--- src/rtl/err_stats_acc.sv ---
// Windowed error-statistics accumulator: integrates 2^LOG2_WIN enabled samples as either
// a DC mean or a mean-square, with one-shot or seamless continuous windows.
module err_stats_acc #(
    parameter int DATA_W   = 18,
    parameter int LOG2_WIN = 10,
    parameter int ACC_W    = 2*DATA_W-1+LOG2_WIN
) (
    input  logic                     clk,
    input  logic                     reset,
    input  logic                     clk_en,
    input  logic                     start,
    input  logic                     clear,
    input  logic                     mode,
    input  logic                     cont,
    input  logic signed [DATA_W-1:0] err,
    output logic        [DATA_W-1:0] mean_out,
    output logic        [ACC_W-1:0]  acc_out_full,
    output logic                     done,
    output logic                     busy,
    output logic      [LOG2_WIN-1:0] sample_cnt
);

    localparam logic [0:0] ST_IDLE = 1'b0;
    localparam logic [0:0] ST_RUN  = 1'b1;

    logic [0:0]       state;
    logic             mode_q;
    logic             cont_q;
    logic             s1_valid;
    logic             s1_first;
    logic             s1_last;
    logic             s1_mode;
    logic [ACC_W-1:0] s1_data;
    logic [ACC_W-1:0] acc;

    logic                       accept;
    logic                       last_cnt;
    logic                       acc_en;
    logic signed [2*DATA_W-1:0] sq_full;
    logic [ACC_W-1:0]           s1_next;
    logic [ACC_W-1:0]           acc_sum;
    logic [DATA_W-1:0]          mean_next;

    always_comb begin
        accept   = (state == ST_RUN) && clk_en && !start && !clear;
        last_cnt = (sample_cnt == '1);
        // A restart in RUN or an abort throws away whatever sits in stage 1.
        acc_en   = s1_valid && !clear && !(start && (state == ST_RUN));
        // The square is never negative, so its MSB is always zero.
        sq_full  = err * err;
        s1_next  = mode_q ? ACC_W'($unsigned(sq_full)) : ACC_W'(err);
        acc_sum  = (s1_first ? '0 : acc) + s1_data;
        mean_next = s1_mode ? DATA_W'(acc_sum >> (LOG2_WIN + DATA_W - 1))
                            : DATA_W'($signed(acc_sum) >>> LOG2_WIN);
    end

    assign busy = (state == ST_RUN);

    always_ff @(posedge clk or negedge reset) begin
        if (!reset) begin
            state        <= ST_IDLE;
            mode_q       <= 1'b0;
            cont_q       <= 1'b0;
            sample_cnt   <= '0;
            s1_valid     <= 1'b0;
            s1_first     <= 1'b0;
            s1_last      <= 1'b0;
            s1_mode      <= 1'b0;
            s1_data      <= '0;
            acc          <= '0;
            mean_out     <= '0;
            acc_out_full <= '0;
            done         <= 1'b0;
        end else begin
            done <= 1'b0;
            if (acc_en) begin
                acc <= acc_sum;
                if (s1_last) begin
                    acc_out_full <= acc_sum;
                    mean_out     <= mean_next;
                    done         <= 1'b1;
                end
            end

            s1_valid <= accept;
            s1_first <= accept && (sample_cnt == '0);
            s1_last  <= accept && last_cnt;
            if (accept) begin
                s1_data <= s1_next;
                s1_mode <= mode_q;
            end

            if (clear) begin
                state      <= ST_IDLE;
                sample_cnt <= '0;
            end else if (start) begin
                state      <= ST_RUN;
                sample_cnt <= '0;
                mode_q     <= mode;
                cont_q     <= cont;
            end else if (accept) begin
                sample_cnt <= sample_cnt + 1'b1;
                if (last_cnt && !cont_q) begin
                    state <= ST_IDLE;
                end
            end
        end
    end

endmodule

--- config.mk ---
export PLATFORM = sky130hd
export DESIGN_NAME = err_stats_acc
export DESIGN_NICKNAME = d
export VERILOG_FILES = /design/src/rtl/err_stats_acc.sv
export SDC_FILE = /design/constraint.sdc
export NUM_CORES = 1
export LEC_CHECK = 0
export CAP_MARGIN = 0
export CORE_ASPECT_RATIO = 1.5
export CORE_MARGIN = 2
export CORE_UTILIZATION = 35
export DETAILED_ROUTE_END_ITERATION = 7
export GPL_TIMING_DRIVEN = 0
export REMOVE_ABC_BUFFERS = 1
export SYNTH_ARGS = -nofsm -noshare
export SYNTH_HDL_FRONTEND = slang
export SYNTH_SLANG_ARGS = --single-unit
export TNS_END_PERCENT = 1
--- constraint.sdc ---
create_clock -name clk -period 3.5 [get_ports clk]
set_clock_uncertainty 0.1 [all_clocks]
set_input_delay 0.875 -clock clk [delete_from_list [all_inputs] [get_ports clk]]
set_output_delay 0.875 -clock clk [all_outputs]
set_load 0.1 [all_outputs]
==> results.ini, run 1 <==
[layout]
drive_gt1_share_pct = 12.1
regArea_mm2 = 0.00408
diodes = 0
final_nets = 2852
fill_cells = 5734
syn2layout_area_growth_pct = 18.6
multi_input_area_mm2 = 0.0153

[run_status]
outcome = complete, but fails checks
violations = setup timing

[global_route]
gr-total-overflow = 0
gr-usage-met1_pct = 21.1
use_met3_pct = 1.69
grtUsageTotal_pct = 18.9
grt_pass1_vias = 17070
grtUsageMet2_pct = 36.0
antenna_found_initial = 0
grt_most_used_layer = met2
grt_pass1_wl_um = 90600
grt_max_degree = 83

[sta]
finalHoldViolCount = 0
slew_viol_final = 0
fmax_ghz = 0.158
tightest_slew_ps = 1330
slew_headroom_pct = 11.5
min_period_ps = 6330
rsz0062_at_grt = true
finalSetupViolCount = 33
finalWorstSetupSlack_ps = -2830
finalCritPeriodShare_pct = 181
hold_ws_ps = 281

[synthesis]
synth_enable_flop_cells = 0
ys_types = 83
netlist_instances = 2299
yosysSeqAreaShare_pct = 19.9
synth-async-reset-ratio_pct = 100
syn_area_mm2 = 0.0205
synth_flop_cell = dfrtp_1
synth_warnings = 0
synth_commonest_cells = 431 x inv_1, 343 x nand2_1, 295 x fa_1, 163 x dfrtp_1, 157 x ha_1
netlist_top_cells_area = fa_1 29%, dfrtp_1 20%, ha_1 9.6%
synth_most_common_cell = inv_1
synth_area_per_cell_um2 = 8.90
synth_top_cell_area_share_pct = 28.9
synth-seq-cells = 163
synth_top_area_cell = fa_1

[floorplanning]
io_pins = 100
core-area_mm2 = 0.0578
die_w_um = 201
dieHeight_um = 300
die_area_mm2 = 0.0604
start_util_pct = 35.4
row_count = 108

[worst_setup_path]
cpMostUsedCell = fa_1
critPathKind = input port to register
critPathSlowestCell = fa_1
cp-start-kind = input port
crit_fanout = 12
crit_arrival_ps = 6620
worstPathCellList = buf_16 > clkinvlp_4 > buf_6 > nor2_2 > xnor2_1 > ha_1 > a41o_1 > fa_1 > fa_1 > fa_1 > fa_1 > inv_1 > fa_1 > inv_1 > ha_4 > nor2_1 > nor2_1 > o211ai_1 > buf_4 > or4_1 > o22ai_2 > o311ai_2 > or3_1 > nand2_1
max_stage_delay_ps = 540
worstPathRequired_ps = 3790
cp-end-kind = register

[clocking]
cts_max_level = 4
cts_buffers = 17
clk_path_buf_depth = 2
clockRootBuffer = clkbuf_16
cts.clk_slew.worst_paths_ps = 70
cts_hold_buf = 0
clk-insertion-delay-late_ps = 460
cts_sinks = 163
cts_tree = built

[drt]
routedWlPerCell_um = 17.7
drt-initial-drc-count = 799
drc_errors = 0
dr.pass1.iters = 6
vias = 15909
wl_um = 56000
ant_nets = 0
via_per_inst = 5.04

[job]
maxCapViolCount = 0

[placement]
place_congestion = 0.882
port_buffers = 99
dp_hpwl_um = 42800

[worst_hold_path]
hp-class = input port to async pin

per-layer routing:
layer	wire, um	vias up
li1	-	7437
met1	21200	7957
met2	30200	402
met3	2040	113
met4	2490	0
met5	0	-
registers in the layout (all words and copies together) (netlist names), 10 cells and up:
| signal | flops |
|---|---|
| s1_data | 37 |
| acc | 45 |
| mean_out | 18 |
| acc_out_full | 45 |
| sample_cnt | 10 |
path summary, 6_finish.rpt:
check,startpoint,end,slack [ps],cells after the start
worst max-delay path,err[17],s1_data[35],-2830,24
worst min-delay path,reset,acc_out_full[43],280,1
worst max register to register,s1_first,mean_out[17],-220,14
worst min register to register,acc[9],acc[9],370,2
max in group asynchronous,reset,acc_out_full[3],2170,2
min in group clk,acc[9],acc[9],370,2
through the flow:
| step | util, % | std cells | area, um^2 | worst slack, ps | setup TNS [ps] |
|---|---|---|---|---|---|
| 2_1_floorplan | - | 2206 | 20100 | -3230 | -105620 |
| 3_3_place_gp | 38.1 | 3075 | 22000 | -5900 | -1238960 |
| 3_5_place_dp | 38.3 | 3081 | 22200 | -5920 | -201320 |
| 4_1_cts | 41.1 | 3146 | 23800 | -2810 | -73200 |
| 5_1_grt | 41.9 | 3158 | 24300 | -3060 | -79610 |
| 6_report | 41.9 | 3158 | 24300 | -2830 | -71000 |
area by class of cell:
class | count | area share (%)
flip-flops and latches | 163 | 16.8
clock buffers | 17 | 1.75
well taps | 770 | 3.97
multi-input cells | 1612 | 63.0
inverters | 431 | 6.82
clock inverters | 15 | 0.671
repair buffers | 150 | 6.99
logic make-up (layout without fill, tap and decap cells):
logic type                 Yosys count  count (layout)  synth area share, %
and+or+nand+nor                    656             656                 14.7
buffers and inverters              524             613                 9.85
adders and majority gates          452             452                 38.5
AOI/OAI and AO/OA                  386             386                 11.8
DFF                                163             163                 19.9
xor gates and xnor gates            88              88                 3.77
muxes                               30              30                 1.54
what timing repair did:
item | in CTS | in global routing
gates cloned | 1 | 1
buffers inserted | 33 | 12
pin swaps | 29 | 35
gates resized for setup | 276 | 82
endpoints found under the setup margin | 95 | 87
hold endpoints to repair | 0 | 0
layout by cell type, fill, tap and decap left out, types with 49 or more instances in the layout:
master	count
a21oi_1	82
clkdlybuf4s50_1	78
dfrtp_1	162
fa_1	290
ha_1	138
inv_1	415
nand2_1	328
nor2_1	77
nor2b_1	49
o21ai_0	91
xnor2_1	51
critical path, delay by kind of cell:
kind	cells	cell delay (ps)
compound gates	4	630
simple gates	6	1250
xor+xnor	1	80
fa+ha+maj	7	2920
buf+inv	6	870
Power of run 1 is not shown: default switching activity piles up to over one toggle a cycle in this logic, so the estimate is an artifact.
==> run 2, diff against run 1 <==
--- a/config.mk
+++ b/config.mk
@@ -5,6 +5,7 @@
 export SDC_FILE = /design/constraint.sdc
 export NUM_CORES = 1
 export LEC_CHECK = 0
+export ABC_CLOCK_PERIOD_IN_PS = 6450
 export CAP_MARGIN = 0
 export CORE_ASPECT_RATIO = 1.5
 export CORE_MARGIN = 2
==> constraint.sdc (replaced) <==
create_clock -name clk -period 6.45 [get_ports clk]
set_clock_uncertainty 0.1 [all_clocks]
set_input_delay 1.6125 -clock clk [delete_from_list [all_inputs] [get_ports clk]]
set_output_delay 1.6125 -clock clk [all_outputs]
set_load 0.1 [all_outputs]
==> run 2 against run 1 <==
Effect of this change: critical endpoint is now s1_data[33]; largest cell class unchanged; via count shrank 0.42%; the run still ends with setup timing left; first-iteration DRC count is 14% higher; clock-buffer cell count did not move; flip-flop and latch count is the same; critical path type unchanged.
==> results.ini, run 2 (synthesis results as in run 1) <==
[drt]
drt-initial-drc-count = 908
routedWlPerCell_um = 17.5
via_per_inst = 5.02
ant_nets = 0
drc_errors = 0
vias = 15842
dr.pass1.iters = 5
wl_um = 55300

[floorplanning]
die_w_um = 201
io_pins = 100
die_area_mm2 = 0.0604
dieHeight_um = 300
start_util_pct = 35.4
row_count = 108
core-area_mm2 = 0.0578

[global_route]
grt_pass1_wl_um = 90400
grt_pass1_vias = 17057
grt_max_degree = 83
gr-total-overflow = 0
grtUsageTotal_pct = 18.8
antenna_found_initial = 0

[clocking]
cts_hold_buf = 0
cts.clk_slew.worst_paths_ps = 70
cts_sinks = 163
cts_buffers = 17
cts_tree = built
clockRootBuffer = clkbuf_16
clk_path_buf_depth = 2
clk-insertion-delay-late_ps = 450
cts_max_level = 4

[worst_setup_path]
critPathSlowestCell = fa_1
path_delay_family = adder cells
cp-end-kind = register
critPathKind = input port to register
rrSetupSlack_ps = 2010
rr_startpoint = busy
worstPathRequired_ps = 6680
worstPathCellList = buf_16 > clkinvlp_4 > buf_4 > buf_6 > nor2_1 > fa_1 > fa_1 > fa_1 > fa_1 > fa_1 > fa_1 > ha_4 > and2_4 > a221o_1 > a311oi_2 > nor2_2 > nor2_2 > o22ai_4 > or4_1 > a31oi_1 > o21ai_1
timing.rr.end = mean_out[17]
crit_buf_inv = 4
cpMostUsedCell = fa_1
max_stage_delay_ps = 540
r2r_cells = 8
crit_fanout = 12
cp-start-kind = input port
crit_arrival_ps = 7270

[sta]
min_period_ps = 7040
finalHoldViolCount = 0
fmax_ghz = 0.142
tightest_slew_ps = 1320
rsz0062_at_grt = true
slew_viol_final = 0
finalWorstSetupSlack_ps = -591
finalCritPeriodShare_pct = 109
hold_ws_ps = 373
slew_headroom_pct = 12.1
finalSetupViolCount = 20

[layout]
final_cell_mix = 415 x inv_1, 334 x nand2_1, 290 x fa_1
final_nets = 2852
diodes = 0
layout_commonest_cell = inv_1
top_regs = acc: 45 flops, acc_out_full: 45 flops, s1_data: 37 flops
syn2layout_area_growth_pct = 17.0
final_cells = 3158
drive_gt1_share_pct = 10.3
finalInstanceArea_mm2 = 0.0239

[worst_hold_path]
hp-class = register to register
hold_start = acc[9]
worstHoldEndpoint = acc[9]
hold_depth = 2

[placement]
dp_cells = 3081
dp_hpwl_um = 42800
place_congestion = 0.882
placed_area_mm2 = 0.0222
port_buffers = 99

[run_status]
violations = setup timing
outcome = complete, but fails checks

[job]
maxCapViolCount = 0

[run 2: changes by cell type in the layout (fill, tap and decap cells not counted), moves of 4 or more]
| cell | before | now |
|---|---|---|
| xnor2_2 | 8 | 2 |
| ha_1 | 138 | 142 |
| a21oi_1 | 82 | 88 |
| nand2_1 | 328 | 334 |
| nand2_2 | 13 | 8 |
| xnor2_1 | 51 | 57 |
| o21ai_1 | 34 | 38 |
| a211oi_1 | 3 | 8 |
| a21oi_2 | 17 | 12 |
[run 2: per-layer routing]
layer	wire [um]	part of all wire, %	track usage (%)	vias to the layer above
met5	0	0	0	-
met4	2530	4.6	8.79	0
li1	-	-	-	7456
met3	1800	3.3	1.75	127
met1	21200	38	21.0	7899
met2	29800	54	35.9	360
[run 2: worst max-delay path by stage]
stage,from,end,slack [ps],depth (start not counted)
final,err[17],s1_data[33],-590,21
after CTS,err[17],s1_data[33],-600,25
after detailed placement,err[17],s1_data[33],-3700,25
after global routing,err[17],s1_data[34],-820,27
after global placement,err[17],s1_data[33],-3690,25
after floorplan,err[17],s1_data[33],-1020,24
[run 2: cell type report]
cell class                      instances  area [um^2]
Sequential cell                       163         4080
Clock buffer                           17          425
Inverter                              431         1650
Fill cell                            5758        33900
Clock inverter                         15          163
Timing Repair Buffer                  150         1670
Multi-Input combinational cell       1612        15000
Tap cell                              770          963
[run 2: worst register-to-register path: stages, from the launching register on]
cell and delay, ps:
dfrtp_1 440, nand2_1 110, and3b_1 980, nand2_4 320, buf_16 300, inv_1 1040, nand2_1 650, o21ai_0 310
a221o_1 140
[run 2: what timing repair did]
| action | 4_1_cts | 5_1_grt |
|---|---|---|
| pin swaps | 22 | 32 |
| gates resized for setup | 241 | 58 |
| buffers inserted | 33 | 13 |
| cloned | 1 | 0 |
| setup endpoints to repair | 30 | 23 |
[run 2: stage by stage]
stage	setup WS, ps	util, %	setup TNS (ps)
after CTS	-597	40.8	-8980
final	-591	41.4	-8770
after detailed placement	-3700	38.3	-74450
after global placement	-3690	38.1	-629790
after floorplan	-1020	-	-11670
after global routing	-823	41.4	-13900
Power of run 2 is left out for the same reason.
